## config.mk

```make
export PLATFORM = sky130hd
export DESIGN_NAME = execute_unit
export DESIGN_NICKNAME = d
export VERILOG_FILES = /design/src/rtl/execute_unit.sv
export SDC_FILE = /design/constraint.sdc
export NUM_CORES = 1
export LEC_CHECK = 0
export ABC_AREA = 1
export CAP_MARGIN = 15
export CORE_MARGIN = 1
export CORE_UTILIZATION = 42
export DETAILED_ROUTE_END_ITERATION = 8
export HOLD_SLACK_MARGIN = 0.08
export PLACE_DENSITY = 0.69
export SLEW_MARGIN = 20
export SYNTH_ARGS = -nofsm -noshare
export SYNTH_HDL_FRONTEND = slang
export SYNTH_SLANG_ARGS = --single-unit
```

## constraint.sdc

```tcl
create_clock -name clk -period 4.36 [get_ports clk]
set_clock_uncertainty 0.2 [all_clocks]
set_input_delay 1.09 -clock clk [delete_from_list [all_inputs] [get_ports clk]]
set_output_delay 1.09 -clock clk [all_outputs]
set_load 0.02 [all_outputs]
```

## src/rtl/execute_unit.sv

```systemverilog
// Execute stage: operand forwarding, 16-bit ALU with {N,Z,C,V} flags and the memory-stage register.
// Define EXECUTE_MUL_EN to build the multi-cycle shift-add MUL (op 8); otherwise op 8 yields 0.
module execute_unit (
  input  logic        clk,
  input  logic        reset,
  input  logic        wre_execute,
  input  logic        write_memory_enable_execute,
  input  logic [1:0]  select_writeback_data_mux_execute,
  input  logic [3:0]  aluOp_execute,
  input  logic [15:0] srcA_in,
  input  logic [15:0] srcB_in,
  input  logic [3:0]  rs1_execute,
  input  logic [3:0]  rs2_execute,
  input  logic [3:0]  rd_execute,
  input  logic        wre_writeback,
  input  logic [3:0]  rd_writeback,
  input  logic [15:0] result_writeback,
  output logic        stall,
  output logic        wre_memory,
  output logic        write_memory_enable_memory,
  output logic [1:0]  select_writeback_data_mux_memory,
  output logic [3:0]  rd_memory,
  output logic [15:0] alu_result_memory,
  output logic [15:0] store_data_memory,
  output logic [3:0]  flags_memory
);

  logic        wre_q, wme_q;
  logic [1:0]  sel_q;
  logic [3:0]  rd_q, flags_q;
  logic [15:0] alu_q, store_q;

  logic [15:0] op_a, op_b, res_d;
  logic [3:0]  flags_d;
  logic [16:0] sum;
  logic        c_d, v_d;

`ifdef EXECUTE_MUL_EN
  typedef enum logic [1:0] {S_IDLE, S_BUSY, S_DONE} state_t;
  state_t      state_q;
  logic [3:0]  cnt_q;
  logic [15:0] acc_q, mul_a_q, mul_b_q;

  assign stall = (state_q == S_BUSY) || (state_q == S_IDLE && aluOp_execute == 4'd8);
`else
  assign stall = 1'b0;
`endif

  // Memory-stage result has priority over writeback; r0 is never forwarded.
  always_comb begin
    op_a = srcA_in;
    if (wre_q && rd_q == rs1_execute && rs1_execute != '0)
      op_a = alu_q;
    else if (wre_writeback && rd_writeback == rs1_execute && rs1_execute != '0)
      op_a = result_writeback;

    op_b = srcB_in;
    if (wre_q && rd_q == rs2_execute && rs2_execute != '0)
      op_b = alu_q;
    else if (wre_writeback && rd_writeback == rs2_execute && rs2_execute != '0)
      op_b = result_writeback;
  end

  always_comb begin
    sum   = '0;
    res_d = '0;
    c_d   = 1'b0;
    v_d   = 1'b0;
    case (aluOp_execute)
      4'd0: begin
        sum   = {1'b0, op_a} + {1'b0, op_b};
        res_d = sum[15:0];
        c_d   = sum[16];
        v_d   = (op_a[15] == op_b[15]) && (res_d[15] != op_a[15]);
      end
      4'd1: begin
        sum   = {1'b0, op_a} + {1'b0, ~op_b} + 17'd1;
        res_d = sum[15:0];
        c_d   = sum[16];
        v_d   = (op_a[15] != op_b[15]) && (res_d[15] != op_a[15]);
      end
      4'd2: res_d = op_a & op_b;
      4'd3: res_d = op_a | op_b;
      4'd4: res_d = op_a ^ op_b;
      4'd5: res_d = op_a << op_b[3:0];
      4'd6: res_d = op_a >> op_b[3:0];
      4'd7: res_d = op_b;
`ifdef EXECUTE_MUL_EN
      // Only reaches the register from DONE; IDLE and BUSY are stalled into bubbles.
      4'd8: res_d = acc_q;
`endif
      4'd9: res_d = op_a;
      default: res_d = '0;
    endcase
    flags_d = {res_d[15], res_d == '0, c_d, v_d};
  end

  always_ff @(posedge clk) begin
    if (reset || stall) begin
      wre_q   <= 1'b0;
      wme_q   <= 1'b0;
      sel_q   <= '0;
      rd_q    <= '0;
      alu_q   <= '0;
      store_q <= '0;
      flags_q <= '0;
    end else begin
      wre_q   <= wre_execute;
      wme_q   <= write_memory_enable_execute;
      sel_q   <= select_writeback_data_mux_execute;
      rd_q    <= rd_execute;
      alu_q   <= res_d;
      store_q <= op_b;
      flags_q <= flags_d;
    end
  end

`ifdef EXECUTE_MUL_EN
  always_ff @(posedge clk) begin
    if (reset) begin
      state_q <= S_IDLE;
      cnt_q   <= '0;
      acc_q   <= '0;
      mul_a_q <= '0;
      mul_b_q <= '0;
    end else begin
      case (state_q)
        S_IDLE: if (aluOp_execute == 4'd8) begin
          mul_a_q <= op_a;
          mul_b_q <= op_b;
          acc_q   <= '0;
          cnt_q   <= '0;
          state_q <= S_BUSY;
        end
        S_BUSY: begin
          if (mul_b_q[0]) acc_q <= acc_q + mul_a_q;
          mul_a_q <= mul_a_q << 1;
          mul_b_q <= mul_b_q >> 1;
          cnt_q   <= cnt_q + 4'd1;
          if (cnt_q == 4'd15) state_q <= S_DONE;
        end
        S_DONE:  state_q <= S_IDLE;
        default: state_q <= S_IDLE;
      endcase
    end
  end
`endif

  assign wre_memory                       = wre_q;
  assign write_memory_enable_memory       = wme_q;
  assign select_writeback_data_mux_memory = sel_q;
  assign rd_memory                        = rd_q;
  assign alu_result_memory                = alu_q;
  assign store_data_memory                = store_q;
  assign flags_memory                     = flags_q;

endmodule

```

==> impl_metrics.py, run 1 <==
metrics = {
    "sta": {
        "fmax_mhz": 231.8,
        "finalMaxSlewViolations": 0,
        "rsz0062_at_grt": "yes",
        "slew_headroom_pct": 49.98,
        "tightest_slew_ns": 0.7475,
        "fin_crit_ns": 4.313,
        "finalSetupViolCount": 0,
        "hold_violations": 0,
        "period_share_pct": 98.93,
    },
    "placed_design": {
        "port_buffers": 118,
        "dp_hpwl_um": 22810,
        "gp_congestion": 1.009,
        "placed_cells": 1576,
        "post_dp_cell_area_sq_mm": 0.009059,
    },
    "final_layout": {
        "fin_util_pct": 69.93,
        "syn_to_final_growth_pct": 60.98,
        "stdcell_count": 1620,
        "n_antenna_cell": 0,
        "stdcell_area_sq_mm": 0.01028,
        "nFillCells": 1301,
        "drive_above_1_share_pct": 32.38,
        "final_net_count": 1561,
    },
    "run": {
        "maxCapViolCount": 0,
    },
    "synth": {
        "syn_inst": 1121,
        "synthTopCellsByArea": "nand2_1 (17%), dfxtp_1 (13%), nand3_1 (11%)",
        "yosysMostFrequentCell": "nand2_1",
        "synth_cell_types": 50,
        "synth-edff-count": 0,
        "synthFlopType": "dfxtp_1",
        "syn_nets": 1247,
        "async_flop_share_pct": 0,
        "yosysWarnings": 0,
        "post-synth-top-area-fraction_pct": 17.34,
        "ys_ff_latch": 43,
        "synth_top_area_cell": "nand2_1",
        "syn_area_per_cell_sq_um": 5.696,
        "yosys-top-cells-count": "nand2_1 (295), inv_1 (141), nand3_1 (137)",
        "yosysSeqAreaShare_pct": 13.48,
        "syn_area_sq_mm": 0.006385,
    },
    "cts": {
        "cts_max_level": 2,
        "clkTransAtPathRegs_ns": 0.07,
        "holdBufCountCts": 0,
        "cts_buffers": 5,
        "clkLatencyLatePin_ns": 0.31,
        "cts_tree": "yes",
        "clk_path_buf_depth": 2,
        "cts.sinks": 43,
        "clockRootBuffer": "clkbuf_16",
    },
    "global_route": {
        "grt_overflow_total": 0,
        "track_usage_pct": 36.49,
        "antenna_found_initial": 0,
        "grt_start_max_net_pins": 38,
        "grt_pass1_vias": 8258,
        "grt_pass1_wl_um": 43950,
    },
    "worst_setup_path": {
        "crit_path_start_kind": "primary input",
        "worstPathArrival_ns": 4.32,
        "path_max_fanout": 10,
        "crit_path_end_kind": "flop",
        "cp.required_ns": 4.37,
        "path_class": "primary input to flop",
    },
    "power_and_ir_drop": {
        "power.switching_mw": 1.002,
        "finalPower_mw": 2.355,
        "vdd_drop_max_mv": 0.1839,
        "power_density_mw_per_mm2": 229.1,
        "netSwitchingFraction_pct": 42.54,
        "seqPwrFrac_pct": 18.7,
        "cellLeakagePower_nw": 5.064,
        "clkPwrFrac_pct": 19.3,
        "p_int_mw": 1.353,
        "p_comb_share_pct": 62.0,
    },
    "drt": {
        "wire_per_inst_um": 18.19,
        "route.final.wire_length_um": 29470,
        "drc": 13,
        "vias": 8882,
        "drt_pass1_iterations": 8,
        "drtIter0Drc": 695,
        "vias_per_cell": 5.483,
        "drtAntennaViolNets": 0,
    },
    "worst_hold_path": {
        "min_path_type": "flop to flop",
    },
    "status": {
        "violations": "DRC",
        "outcome": "complete, but fails checks",
    },
    "floorplan": {
        "fp.dieW_um": 125.3,
        "die_h_um": 125.3,
        "initial_core_util_pct": 43.44,
        "core_area_sq_mm": 0.01470,
        "die_area_sq_mm": 0.01570,
        "num_rows": 44,
        "io_pins": 120,
    },
}
-- worst paths after layout --
| path | from | to | slack [ns] | cells past startpoint |
|---|---|---|---|---|
| worst max-delay path | rs1_execute[1] | alu_result_memory[14] | 0.05 | 25 |
| worst min-delay path | alu_result_memory[0] | store_data_memory[0] | 0.48 | 4 |
| worst max register to register | rd_memory[0] | alu_result_memory[14] | 0.52 | 25 |
| worst min register to register | alu_result_memory[0] | store_data_memory[0] | 0.48 | 4 |
-- layout make-up --
type | count | area, sq um | share of cell area (%)
clock inverters | 3 | 43.79 | 0.4261
multi-input cells | 878 | 5345 | 52.00
well taps | 184 | 230.2 | 2.240
repair buffers | 354 | 3082 | 29.98
clock buffers | 5 | 125.1 | 1.217
flip-flops and latches | 43 | 860.8 | 8.375
inverters | 153 | 591.8 | 5.758
-- worst max-delay path, cell delays in order --
cell and delay (ns):
buf_6 0.10, inv_4 0.05, o211ai_1 0.26, nor2_1 0.09, nand2_2 0.13, buf_6 0.12
buf_12 0.11, buf_4 0.11, nand3_1 0.08, nand2_2 0.10, inv_2 0.06, ha_4 0.28
a21oi_1 0.23, a21boi_2 0.26, nand3_4 0.11, buf_6 0.13, nand3_4 0.05, nand2_4 0.07
buf_4 0.15, a31oi_2 0.22, and2_4 0.17, nor3_2 0.04, nor3_2 0.14, or2_1 0.12
inv_1 0.04
-- per-stage QoR --
step	TNS (ns)	setup WS, ns	hold slack, ns
after global routing	-0.1940	-0.1040	0.5162
final	0	0.04668	0.4837
after CTS	-0.06758	-0.06758	0.4903
after global placement	-12.06	-0.9932	0.4885
after floorplan	0	0.001320	0.4996
after detailed placement	-12.35	-1.024	0.4915
-- cells in the final DEF, fill, tap and decap left out, drive strengths merged, types with 4 or more instances in the layout --
master / Yosys / final
nand2: 320 / 320
buf: 29 / 246
inv: 148 / 150
nand3: 143 / 144
nor2: 128 / 129
clkdlybuf4s50: 0 / 105
a21oi: 57 / 57
o21ai: 56 / 56
ha: 49 / 49
dfxtp: 43 / 43
o211ai: 21 / 21
nand4: 15 / 15
o22ai: 15 / 15
or2: 10 / 10
nor3: 9 / 9
xor2: 8 / 8
clkbuf: 20 / 8
a31oi: 7 / 7
a221oi: 5 / 5
o21a: 5 / 5
clkinv: 5 / 5
nand3b: 4 / 4
a21o: 4 / 4
-- state kept, by name, summed over array words and instances (netlist names) --
name,flops
store_data_memory,16
alu_result_memory,15
flags_memory,4
rd_memory,4
select_writeback_data_mux_memory,2
wre_memory,1
write_memory_enable_memory,1
-- power by group through the flow --
stage / Clock (mW) / Combinational [mW] / Sequential, mW
final: 0.455 / 1.46 / 0.441
after global routing: 0.477 / 1.56 / 0.443
after CTS: 0.460 / 1.28 / 0.440
after detailed placement: 0 / 1.20 / 0.449
after global placement: 0 / 1.20 / 0.449
after floorplan: 0 / 0.602 / 0.477
-- cell families after synthesis --
group                      share of synthesized area, %
AOI/OAI and AO/OA                                 17.38
DFF                                               13.48
xor gates and xnor gates                          1.097
adders and majority gates                         10.23
other                                           0.05873
and+or+nand+nor                                   44.13
buffers and inverters                             13.62
-- what timing repair did --
item / 4_1_cts / 5_1_grt
pin swaps: 36 / 85
gates cloned: 2 / 0
endpoints found under the hold margin: 0 / 0
resized for setup: 100 / 189
endpoints found under the setup margin: 18 / 18
buffers inserted: 18 / 16
-- metal layers --
metal	routed length, um	track usage (%)	vias up
met3	2083	5.392	73
met1	12710	47.81	4144
met5	0	0	-
met2	13480	59.88	383
li1	-	-	4282
met4	1192	14.85	0
Power figures use the tool's default switching activity.
==> inputs of run 2 (changes only) <==
--- a/config.mk
+++ b/config.mk
@@ -7,7 +7,6 @@
 export LEC_CHECK = 0
 export ABC_AREA = 1
 export CAP_MARGIN = 15
-export CORE_MARGIN = 1
 export CORE_UTILIZATION = 42
 export DETAILED_ROUTE_END_ITERATION = 8
 export HOLD_SLACK_MARGIN = 0.08
==> constraint.sdc (replaced) <==
create_clock -name clk -period 4.36 [get_ports clk]
set_clock_uncertainty 0.2 [all_clocks]
set_input_delay 1.09 -clock clk [delete_from_list [all_inputs] [get_ports clk]]
set_output_delay 1.09 -clock clk [all_outputs]
set_load 0.05 [all_outputs]
==> impl_metrics.py, run 2 (same netlist as run 1, synthesis figures left out) <==
metrics = {
    "cts": {
        "cts_max_level": 2,
        "cts.sinks": 43,
        "clk_path_buf_depth": 2,
        "cts_buffers": 5,
        "clkLatencyLatePin_ns": 0.30,
        "cts_tree": "yes",
        "clkTransAtPathRegs_ns": 0.07,
        "holdBufCountCts": 0,
        "clockRootBuffer": "clkbuf_16",
    },
    "drt": {
        "drtAntennaViolNets": 0,
        "route.final.wire_length_um": 28830,
        "drt_pass1_iterations": 7,
        "vias": 8817,
        "wire_per_inst_um": 17.95,
        "drc": 9,
        "drtIter0Drc": 778,
        "vias_per_cell": 5.490,
    },
    "floorplan": {
        "num_rows": 44,
        "core_area_sq_mm": 0.01470,
        "initial_core_util_pct": 43.44,
        "io_pins": 120,
        "die_h_um": 125.3,
        "fp.dieW_um": 125.3,
        "die_area_sq_mm": 0.01570,
    },
    "status": {
        "violations": "DRC",
        "outcome": "complete, but fails checks",
    },
    "worst_hold_path": {
        "min_path_type": "flop to flop",
        "worstHoldStart": "flags_memory[3]",
        "hold_depth": 5,
        "hold_end": "store_data_memory[15]",
    },
    "worst_setup_path": {
        "path_max_fanout": 6,
        "r2r_end": "flags_memory[2]",
        "rrSetupSlack_ns": 0.53,
        "worst-r2r-cell-count": 24,
        "reg2reg_from": "rd_memory[3]",
        "cpPeakStageDelay_ns": 0.31,
        "cpMaxStageDelayCell": "ha_4",
        "path_class": "primary input to flop",
        "worstPathArrival_ns": 4.36,
        "cp.required_ns": 4.40,
        "crit_path_start_kind": "primary input",
        "crit_path_end_kind": "flop",
    },
    "sta": {
        "hold_violations": 0,
        "timing.final.ws_setup_ns": 0.03973,
        "rsz0062_at_grt": "yes",
        "period_share_pct": 99.09,
        "tightest_slew_ns": 0.9107,
        "fin_tns_setup_ns": 0,
        "fmax_mhz": 231.5,
        "slew_headroom_pct": 39.07,
        "finalSetupViolCount": 0,
        "fin_crit_ns": 4.320,
        "finalMaxSlewViolations": 0,
    },
    "final_layout": {
        "largest_register_ffs": 16,
        "mostFrequentLayoutCell": "nand2_1",
        "stdcell_count": 1606,
        "syn_to_final_growth_pct": 56.12,
        "fin_util_pct": 67.82,
        "layout_common_cells": "nand2_1 (266), buf_4 (206), nand3_1 (128)",
        "final_net_count": 1547,
        "n_antenna_cell": 0,
        "drive_above_1_share_pct": 29.54,
    },
    "placed_design": {
        "gp_congestion": 1.014,
        "dp_hpwl_um": 22580,
        "placed_cells": 1577,
        "port_buffers": 118,
        "pre_cts_ws_ns": -0.9985,
    },
    "global_route": {
        "antenna_found_initial": 0,
        "grt_pass1_vias": 8331,
        "grt_overflow_total": 0,
        "grt_pass1_wl_um": 44220,
        "grt_start_max_net_pins": 38,
        "track_usage_pct": 36.36,
    },
    "power_and_ir_drop": {
        "vdd_drop_max_mv": 0.1643,
        "power_density_mw_per_mm2": 229.3,
        "finalPower_mw": 2.286,
        "cellLeakagePower_nw": 4.937,
    },
    "run": {
        "maxCapViolCount": 0,
    },
}
[run 2: cell types whose count changed in the layout (fill, tap and decap cells not counted), sizes merged]
cell      change
clkinv        +1
clkinvlp      +1
clkbuf        +6
inv           -2
buf          -19
bufinv        -1
[run 2: cell type report]
| type | instances | area (sq um) |
|---|---|---|
| multi-input combinational | 878 | 5202 |
| fill | 1390 | 4731 |
| timing repair buffer | 340 | 2938 |
| sequential | 43 | 860.8 |
| inverter | 153 | 595.6 |
| tap | 184 | 230.2 |
| clock buffer | 6 | 128.9 |
| clock inverter | 2 | 12.51 |
[run 2: worst max path at each step]
stage,slack [ns],startpoint,end
floorplan,0.03,rs2_execute[0],alu_result_memory[14]
global placement,-0.96,rs1_execute[2],flags_memory[2]
detailed placement,-1.0,rd_writeback[1],flags_memory[2]
CTS,-0.001,rd_writeback[1],flags_memory[2]
global route,-0.17,rs2_execute[3],flags_memory[2]
finish,0.04,rs1_execute[2],flags_memory[2]
[run 2: power by group]
| part | internal, mW | switching [mW] |
|---|---|---|
| sequential | 0.421 | 0.0194 |
| clock | 0.212 | 0.161 |
| combinational | 0.635 | 0.838 |
[run 2: worst max-delay path: cells and delay by family]
| family | cells | cell delay [ns] |
|---|---|---|
| and+or+nand+nor | 17 | 1.64 |
| buffers and inverters | 7 | 0.83 |
| AOI/OAI and AO/OA | 4 | 0.48 |
| adders and majority gates | 1 | 0.31 |
[run 2: what timing repair did]
action	4_1_cts	5_1_grt
resized for setup	127	96
cloned	2	0
pin swaps	37	44
buffers inserted	6	13
endpoints found under the hold margin	0	0
setup endpoints to repair	18	17
[run 2: per-stage QoR]
step                hold slack (ns)  instance area [sq um]
floorplan                    0.6391                   6387
global placement             0.5825                   9054
detailed placement           0.5936                   9054
CTS                          0.5650                   9641
global route                 0.6397                   9968
finish                       0.6288                   9968
[run 2: routing by layer]
metal	global-route usage [%]	up-vias	part of all wire, %
met4	17.65	0	4.7
met5	0	-	0
met1	47.31	4013	42
met2	57.61	460	44
li1	-	4254	-
met3	6.932	90	9.7
